--- config.mk ---
export PLATFORM = sky130hd
export DESIGN_NAME = axi_sram_bridge
export DESIGN_NICKNAME = d
export VERILOG_FILES = /design/src/rtl/axi_sram_bridge.sv
export SDC_FILE = /design/constraint.sdc
export NUM_CORES = 1
export LEC_CHECK = 0
export BUFFER_PORTS_ARGS = -buffer_cell sky130_fd_sc_hd__buf_4
export CELL_PAD_IN_SITES_DETAIL_PLACEMENT = 0
export CELL_PAD_IN_SITES_GLOBAL_PLACEMENT = 1
export CORE_MARGIN = 5
export CORE_UTILIZATION = 33
export DETAILED_ROUTE_END_ITERATION = 16
export HOLD_SLACK_MARGIN = 0.03
export PLACE_DENSITY = 0.89
export SLEW_MARGIN = 20
export SYNTH_ARGS = -nofsm -noshare
export SYNTH_HDL_FRONTEND = slang
export SYNTH_SLANG_ARGS = --single-unit
--- constraint.sdc ---
create_clock -name aclk -period 3.1 [get_ports aclk]
set_clock_uncertainty 0.15 [all_clocks]
set_input_delay 0.155 -clock aclk [delete_from_list [all_inputs] [get_ports aclk]]
set_output_delay 0.155 -clock aclk [all_outputs]
set_load 0.02 [all_outputs]
--- src/rtl/axi_sram_bridge.sv ---
// axi_sram_bridge: AXI3 slave serialising INCR/FIXED bursts onto one synchronous single-port SRAM
// Define SRAM_BRIDGE_DECERR_EN to answer out-of-range start addresses with DECERR instead of aliasing
module axi_sram_bridge #(
  parameter int          ADDR_W    = 14,
  parameter logic [31:0] BASE_ADDR = 32'h0000_0000,
  parameter bit          RD_FIRST  = 1'b1
) (
  input  logic              aclk,
  input  logic              aresetn,
  input  logic [3:0]        awid,
  input  logic [31:0]       awaddr,
  input  logic [3:0]        awlen,
  input  logic [2:0]        awsize,
  input  logic [1:0]        awburst,
  input  logic              awvalid,
  output logic              awready,
  input  logic [3:0]        wid,
  input  logic [31:0]       wdata,
  input  logic [3:0]        wstrb,
  input  logic              wlast,
  input  logic              wvalid,
  output logic              wready,
  output logic [3:0]        bid,
  output logic [1:0]        bresp,
  output logic              bvalid,
  input  logic              bready,
  input  logic [3:0]        arid,
  input  logic [31:0]       araddr,
  input  logic [3:0]        arlen,
  input  logic [2:0]        arsize,
  input  logic [1:0]        arburst,
  input  logic              arvalid,
  output logic              arready,
  output logic [3:0]        rid,
  output logic [31:0]       rdata,
  output logic [1:0]        rresp,
  output logic              rlast,
  output logic              rvalid,
  input  logic              rready,
  output logic              sram_en,
  output logic [3:0]        sram_we,
  output logic [ADDR_W-1:0] sram_addr,
  output logic [31:0]       sram_wdata,
  input  logic [31:0]       sram_rdata
);
  localparam logic [2:0] IDLE = 3'd0, RD_ADDR = 3'd1, RD_DATA = 3'd2, WR_DATA = 3'd3, WR_RESP = 3'd4;
  logic [2:0] state;
  logic prio;
  logic [31:0] addr, off, next_addr, start, rdata_q;
  logic [3:0] id, len, beat;
  logic [2:0] size;
  logic [1:0] burst;
  logic err, fresh, rd_go, wr_go, start_err, w_fire, unused;
  assign rd_go = state == IDLE && arvalid && (!awvalid || prio);
  assign wr_go = state == IDLE && awvalid && !rd_go;
  assign arready = rd_go;
  assign awready = wr_go;
  assign start = rd_go ? araddr : awaddr;
`ifdef SRAM_BRIDGE_DECERR_EN
  assign start_err = |((start - BASE_ADDR) >> (ADDR_W + 2));
`else
  assign start_err = 1'b0;
`endif
  assign off = addr - BASE_ADDR;
  assign next_addr = burst == 2'b00 ? addr : addr + (32'd1 << size);
  assign sram_addr = off[ADDR_W+1:2];
  assign wready = state == WR_DATA;
  assign w_fire = wready && wvalid && !err;
  assign sram_en = state == RD_ADDR || w_fire;
  assign sram_we = w_fire ? wstrb : 4'h0;
  assign sram_wdata = wdata;
  // SRAM data arrives in the first RD_DATA cycle; pass it through, then serve the held copy
  assign rdata = fresh ? sram_rdata : rdata_q;
  assign unused = ^{wid, wlast, off};
  always_ff @(posedge aclk or negedge aresetn)
    if (!aresetn) begin
      state <= IDLE;
      prio <= RD_FIRST;
      addr <= '0;
      id <= '0;
      len <= '0;
      beat <= '0;
      size <= '0;
      burst <= '0;
      err <= 1'b0;
      fresh <= 1'b0;
      rdata_q <= '0;
      rvalid <= 1'b0;
      rlast <= 1'b0;
      rid <= '0;
      rresp <= '0;
      bvalid <= 1'b0;
      bid <= '0;
      bresp <= '0;
    end else begin
      case (state)
        IDLE: if (rd_go || wr_go) begin
          id <= rd_go ? arid : awid;
          addr <= start;
          len <= rd_go ? arlen : awlen;
          size <= rd_go ? arsize : awsize;
          burst <= rd_go ? arburst : awburst;
          beat <= '0;
          err <= start_err;
          if (arvalid && awvalid) prio <= !prio;
          state <= wr_go ? WR_DATA : start_err ? RD_DATA : RD_ADDR;
          if (rd_go && start_err) begin
            rvalid <= 1'b1;
            rlast <= arlen == 4'd0;
            rid <= arid;
            rresp <= 2'b11;
            rdata_q <= '0;
          end
        end
        RD_ADDR: begin
          state <= RD_DATA;
          rvalid <= 1'b1;
          rlast <= beat == len;
          rid <= id;
          rresp <= 2'b00;
          fresh <= 1'b1;
        end
        RD_DATA: begin
          if (fresh) begin
            rdata_q <= sram_rdata;
            fresh <= 1'b0;
          end
          if (rready) begin
            if (rlast) begin
              rvalid <= 1'b0;
              rlast <= 1'b0;
              state <= IDLE;
            end else begin
              addr <= next_addr;
              beat <= beat + 4'd1;
              rlast <= err && beat + 4'd1 == len;
              rvalid <= err;
              state <= err ? RD_DATA : RD_ADDR;
            end
          end
        end
        WR_DATA: if (wvalid) begin
          addr <= next_addr;
          beat <= beat + 4'd1;
          if (beat == len) begin
            state <= WR_RESP;
            bvalid <= 1'b1;
            bid <= id;
            bresp <= {2{err}};
          end
        end
        WR_RESP: if (bready) begin
          bvalid <= 1'b0;
          state <= IDLE;
        end
        default: state <= IDLE;
      endcase
    end
endmodule

# Yosys cells after proc, flatten, opt, wreduce, memory -nomap -nowiden
# Cells that the tools add are included.
[totals]
ff_bits = 97
[op_classes]
n_addsub = 2
n_eq_ne = 11
shifts = 1
mux = 34
reduce_logical = 24
[op_table]
columns = ["cell", "count"]
rows = [
  ["2-to-1 mux 32 bit", 7],
  ["case mux 32 bit (3 select lines)", 1],
  ["adder 32 bit", 1],
  ["<< shifter 1 x 3 -> 32 bit, first input constant", 1],
  ["2-to-1 mux 4 bit", 7],
  ["2-to-1 mux 3 bit", 6],
  ["case mux 3 bit (5 select lines)", 1],
  ["case mux 4 bit (3 select lines)", 1],
  ["AND reduction 5 bit", 2],
  ["inequality test 2 bit, second input constant", 4],
  ["case mux 1 bit (2 select lines)", 4],
  ["== test 3 x 2 -> 1 bit, second input constant", 2],
  ["logical AND 1 bit", 6],
  ["AND reduction 3 bit", 2],
  ["2-to-1 mux 1 bit", 5],
  ["adder 4 x 1 -> 4 bit, second input constant", 1],
  ["== test 4 bit", 1],
  ["2-to-1 mux 2 bit", 2],
  ["inequality test 2 x 1 -> 1 bit, second input constant", 2],
  ["AND reduction 2 bit", 2],
  ["AND reduction 4 bit", 1],
  ["nonzero test 2 bit", 2],
  ["== test 3 x 1 -> 1 bit, second input constant", 1],
  ["== test 3 bit, second input constant", 1],
  ["other kinds (5)", 9],
]

# Depth between registers and ports, before layout
[logic_depth]
word_depth = 8
mapped_depth = 9
depth_no_buf = 8

# Worst setup path before layout
# OpenSTA, ideal clock, no wires.
[synth_path]
path_kind = "register to register"
start = "register size[0]"
end = "register addr[12]"
arrival_ns = 2.310
required_ns = 2.851
slack_ns = 0.541
stages_incl_launch_ff = 10
path_buffers = 1
synth_period_minus_slack_ns = 2.559
path_cell_list = "dfrtp_1 -> clkbuf_1 -> nor3_1 -> ha_1 -> fa_1 -> a211oi_1 -> o21ai_0 -> and2_1 -> and3_4 -> a311oi_1"
[synth_via]
elab_chain_cells = 6
elab_cells_between_ends = 7
classes_between = "1 x add/sub; 1 x shift; 5 x mux"
[synth_rtl]
columns = ["element", "line", "rtl"]
rows = [
  ["start: declaration", "51", "logic [2:0] size;"],
  ["start signal: assignment", "101", "size <= rd_go ? arsize : awsize;"],
  ["<< shifter 1 x 3 -> 32 bit *", "65", "assign next_addr = burst == 2'b00 ? addr : addr + (32'd1 << size);"],
  ["adder 32 bit *", "65", ""],
  ["2-to-1 mux 32 bit *", "65", ""],
  ["2-to-1 mux 32 bit", "129", "if (rlast) begin"],
  ["2-to-1 mux 32 bit", "128", "if (rready) begin"],
  ["case mux 32 bit (3 select lines) *", "96", "case (state)"],
  ["end signal: assignment", "99", "addr <= start;"],
  ["end signal: assignment", "134", "addr <= next_addr;"],
  ["end signal: assignment", "143", "addr <= next_addr;"],
  ["end: declaration", "49", "logic [31:0] addr, off, next_addr, start, rdata_q;"],
]
# Mark *: on every way between the ends. The rest lies on a longest branch, timed or not. The select of a mux whose other input is x is not followed.
# A chain may end at the register's enable or synchronous reset.

# Final worst setup path
[layout_path]
start = "register size[1]"
end = "register addr[12]"
# The elaborated chain is that of the path after synthesis.

==> impl_metrics.toml <==
[run_status]
status = "finished, final reports clean"

[placement]
pre_cts_ws_ps = 304
dpl-instance-area_um2 = 6120
hpwl_mm = 10.3
place_congestion = 0.834
io_buffers = 165

[min_path]
holdCritPathClass = "in -> reg"
hold_start = "sram_rdata[15]"
worstHoldEndpoint = "rdata_q[15]"
hold-path-cell-count = 3

[routing]
ant_nets = 0
dr_total_vias = 4254
viasPerCell = 5.12
drt-pass1-iter-count = 4
wl_mm = 13.8
drc = 0
wire_per_inst_um = 16.6
drtIter0Drc = 184

[synth]
synthSimpleGateAreaFrac_pct = 13.8
postSynthCellCount = 497
yosys_warnings = 0
muxShareOfSynthArea_pct = 19.5
synth-xor-area-share_pct = 1.38
synth_compound_area_share_pct = 12.2
synth_top_area_share_pct = 39.4
yosysUniqueCellTypes = 62
synth_fa_ha_area_share_pct = 2.61
synth_flop_cell = "dfrtp_1"
synth-async-reset-ratio_pct = 100
synth_top_family_by_area = "multiplexers"
synth_edf_count = 0
syn_area_um2 = 5070
synth_area_leaders = "dfrtp_1 (39%), mux2_2 (19%), buf_4 (7.7%)"
synth_top_cell_by_area = "dfrtp_1"
yosysSeqAreaShare_pct = 40.0
syn_avg_cell_area_um2 = 10.2
synth_seq_cells = 81

[sta]
slew_headroom_pct = 47.8
worst_hold_slack_ps = 50.5
final_max_slew_viol_count = 0
worst_pin_slew_ps = 783
timing.final.crit_share_pct = 90.3
finalHoldViolCount = 0
fin_ws_ps = 302
tns_ps = 0
rsz0062_at_grt = "false"
fmax_ghz = 0.357
setup_violations = 0
period_needed_ps = 2800

[global_routing]
grt_antenna_before_repair = 0
grt_pass1_wl_mm = 22.2
track_usage_pct = 15.1
grt_max_degree = 82
grt_pass1_vias = 4421
grt-ovfl-total = 0

[critical_path]
path_class = "reg -> reg"
arrival_ps = 2880
crit_required_ps = 3180
startpoint_type = "flop"
r2r_start = "size[1]"
r2r_slack_ps = 300
cp_max_fo = 9
reg2reg_depth = 8
end_kind = "flop"
worstReg2RegEnd = "addr[12]"

[layout]
synthToLayoutAreaGrowth_pct = 33.5
drive_gt1_share_pct = 45.3
nNetsFinal = 818
finalInstanceArea_um2 = 6770
n_antenna_cell = 0

[pwr]
vdd.ir_drop.worst_mv = 0.442
power_density_nw_per_um2 = 1130
power.leakage_nw = 3.09
total_power_mw = 7.64

[die]
coreArea_um2 = 15100
start_util_pct = 33.5
dieWidth_um = 134
boundaryPins = 271
dieArea_um2 = 18000
die_y_um = 134
rows = 45

[clock_network]
clock-root-buffer = "clkbuf_16"
htreeDepth = 3
clk_path_buf_depth = 2
postCtsSetupBuffers = 0
clock-sinks = 81
cts-buffers-inserted = 9
clkTransAtPathRegs_ps = 60
tritoncts = "built"
clkLatencyLatePin_ps = 340

[job]
maxCapViolCount = 0
cell type report:
type                            instances  area, µm²
Fill cell                            1410       8370
Multi-Input combinational cell        334       2540
Sequential cell                        81       2030
Timing Repair Buffer                  207       1640
Clock buffer                           11        253
Tap cell                              188        235
Clock inverter                          5       62.6
Inverter                                5       18.8
critical path: stages, from the launching register on:
cell	delay (ps)
dfrtp_1	490
nor3_1	90
ha_1	240
fa_1	440
a211oi_1	330
o21ai_0	260
and2_1	270
and3_4	190
a311oi_1	240
cell usage after synthesis, types with 4 or more instances:
library cell,instances
nand2_1,48
nand3_1,8
nor2_1,30
and4_1,4
a311oi_1,7
buf_4,52
nor3_1,5
mux2_2,84
o21ai_0,17
and3_1,9
clkbuf_1,12
a31oi_1,15
xnor2_1,7
inv_1,4
nor3b_1,4
ha_1,9
o211ai_1,4
and2_1,7
a21oi_1,9
a211oi_1,4
o22ai_1,7
dfrtp_1,80
nor4_1,4
nor2b_1,4
buf_2,12
cells in the final DEF, fill, tap and decap left out, types with 4 or more instances in the layout:
cell / n
and3_1: 9
xnor2_1: 7
and2_1: 7
nand2_1: 48
and4_1: 4
dfrtp_1: 80
nor3_1: 5
o22ai_1: 7
conb_1: 4
a21oi_1: 9
nor4_1: 4
nor3b_1: 4
mux2_2: 84
clkbuf_16: 9
inv_1: 4
buf_4: 173
a31oi_1: 15
a311oi_1: 7
o211ai_1: 4
ha_1: 9
nor2_1: 29
dlygate4sd3_1: 33
nand3_1: 8
o21ai_0: 17
state kept, by name, indices dropped and copies added, names as in the netlist:
register and count:
rdata_q 32, rvalid 1, bid 4, prio 1
state 3, beat 4, addr 16, size 3
id 4, bvalid 1, fresh 1, len 4
rlast 1, burst 2, rid 4
metrics by stage:
stage                     std cells  utilization, %
after floorplan                 500               -
after global placement          782            40.4
after detailed placement        782            40.4
after CTS                       831            44.7
after global routing            831            44.7
final                           831            44.7
timing repair:
action,in CTS,in global routing
endpoints found under the setup margin,0,2
gates resized for setup,0,1
hold buffers,33,0
hold endpoints to repair,100,0
cell families (layout without fill, tap and decap cells):
logic type	count (synthesis)	in the layout
compound gates	85	85
mux	88	88
simple gates	139	139
flops	81	81
other cells	1	4
buf+inv	85	228
fa+ha+maj	10	10
xor+xnor	8	8
how the worst max path moves through the flow:
stage                           to    start  slack (ps)
after detailed placement  addr[13]  size[1]         300
final                     addr[12]  size[1]         300
after CTS                 addr[13]  size[1]         280
after global routing      addr[12]  size[1]          50
after global placement    addr[13]  size[1]         310
after floorplan           addr[12]  size[0]         540
where the power goes:
part	switching, mW	internal [mW]
combinational	2.32	2.20
clock	0.441	0.672
sequential	0.412	1.59
routing by layer:
metal  share of wire (%)  GRT usage, %
met2                  48          26.0
met3                 8.0          3.83
met4                 2.2          5.60
met1                  42          18.4
met5                   0             0
(Power assumes the default switching activity.)
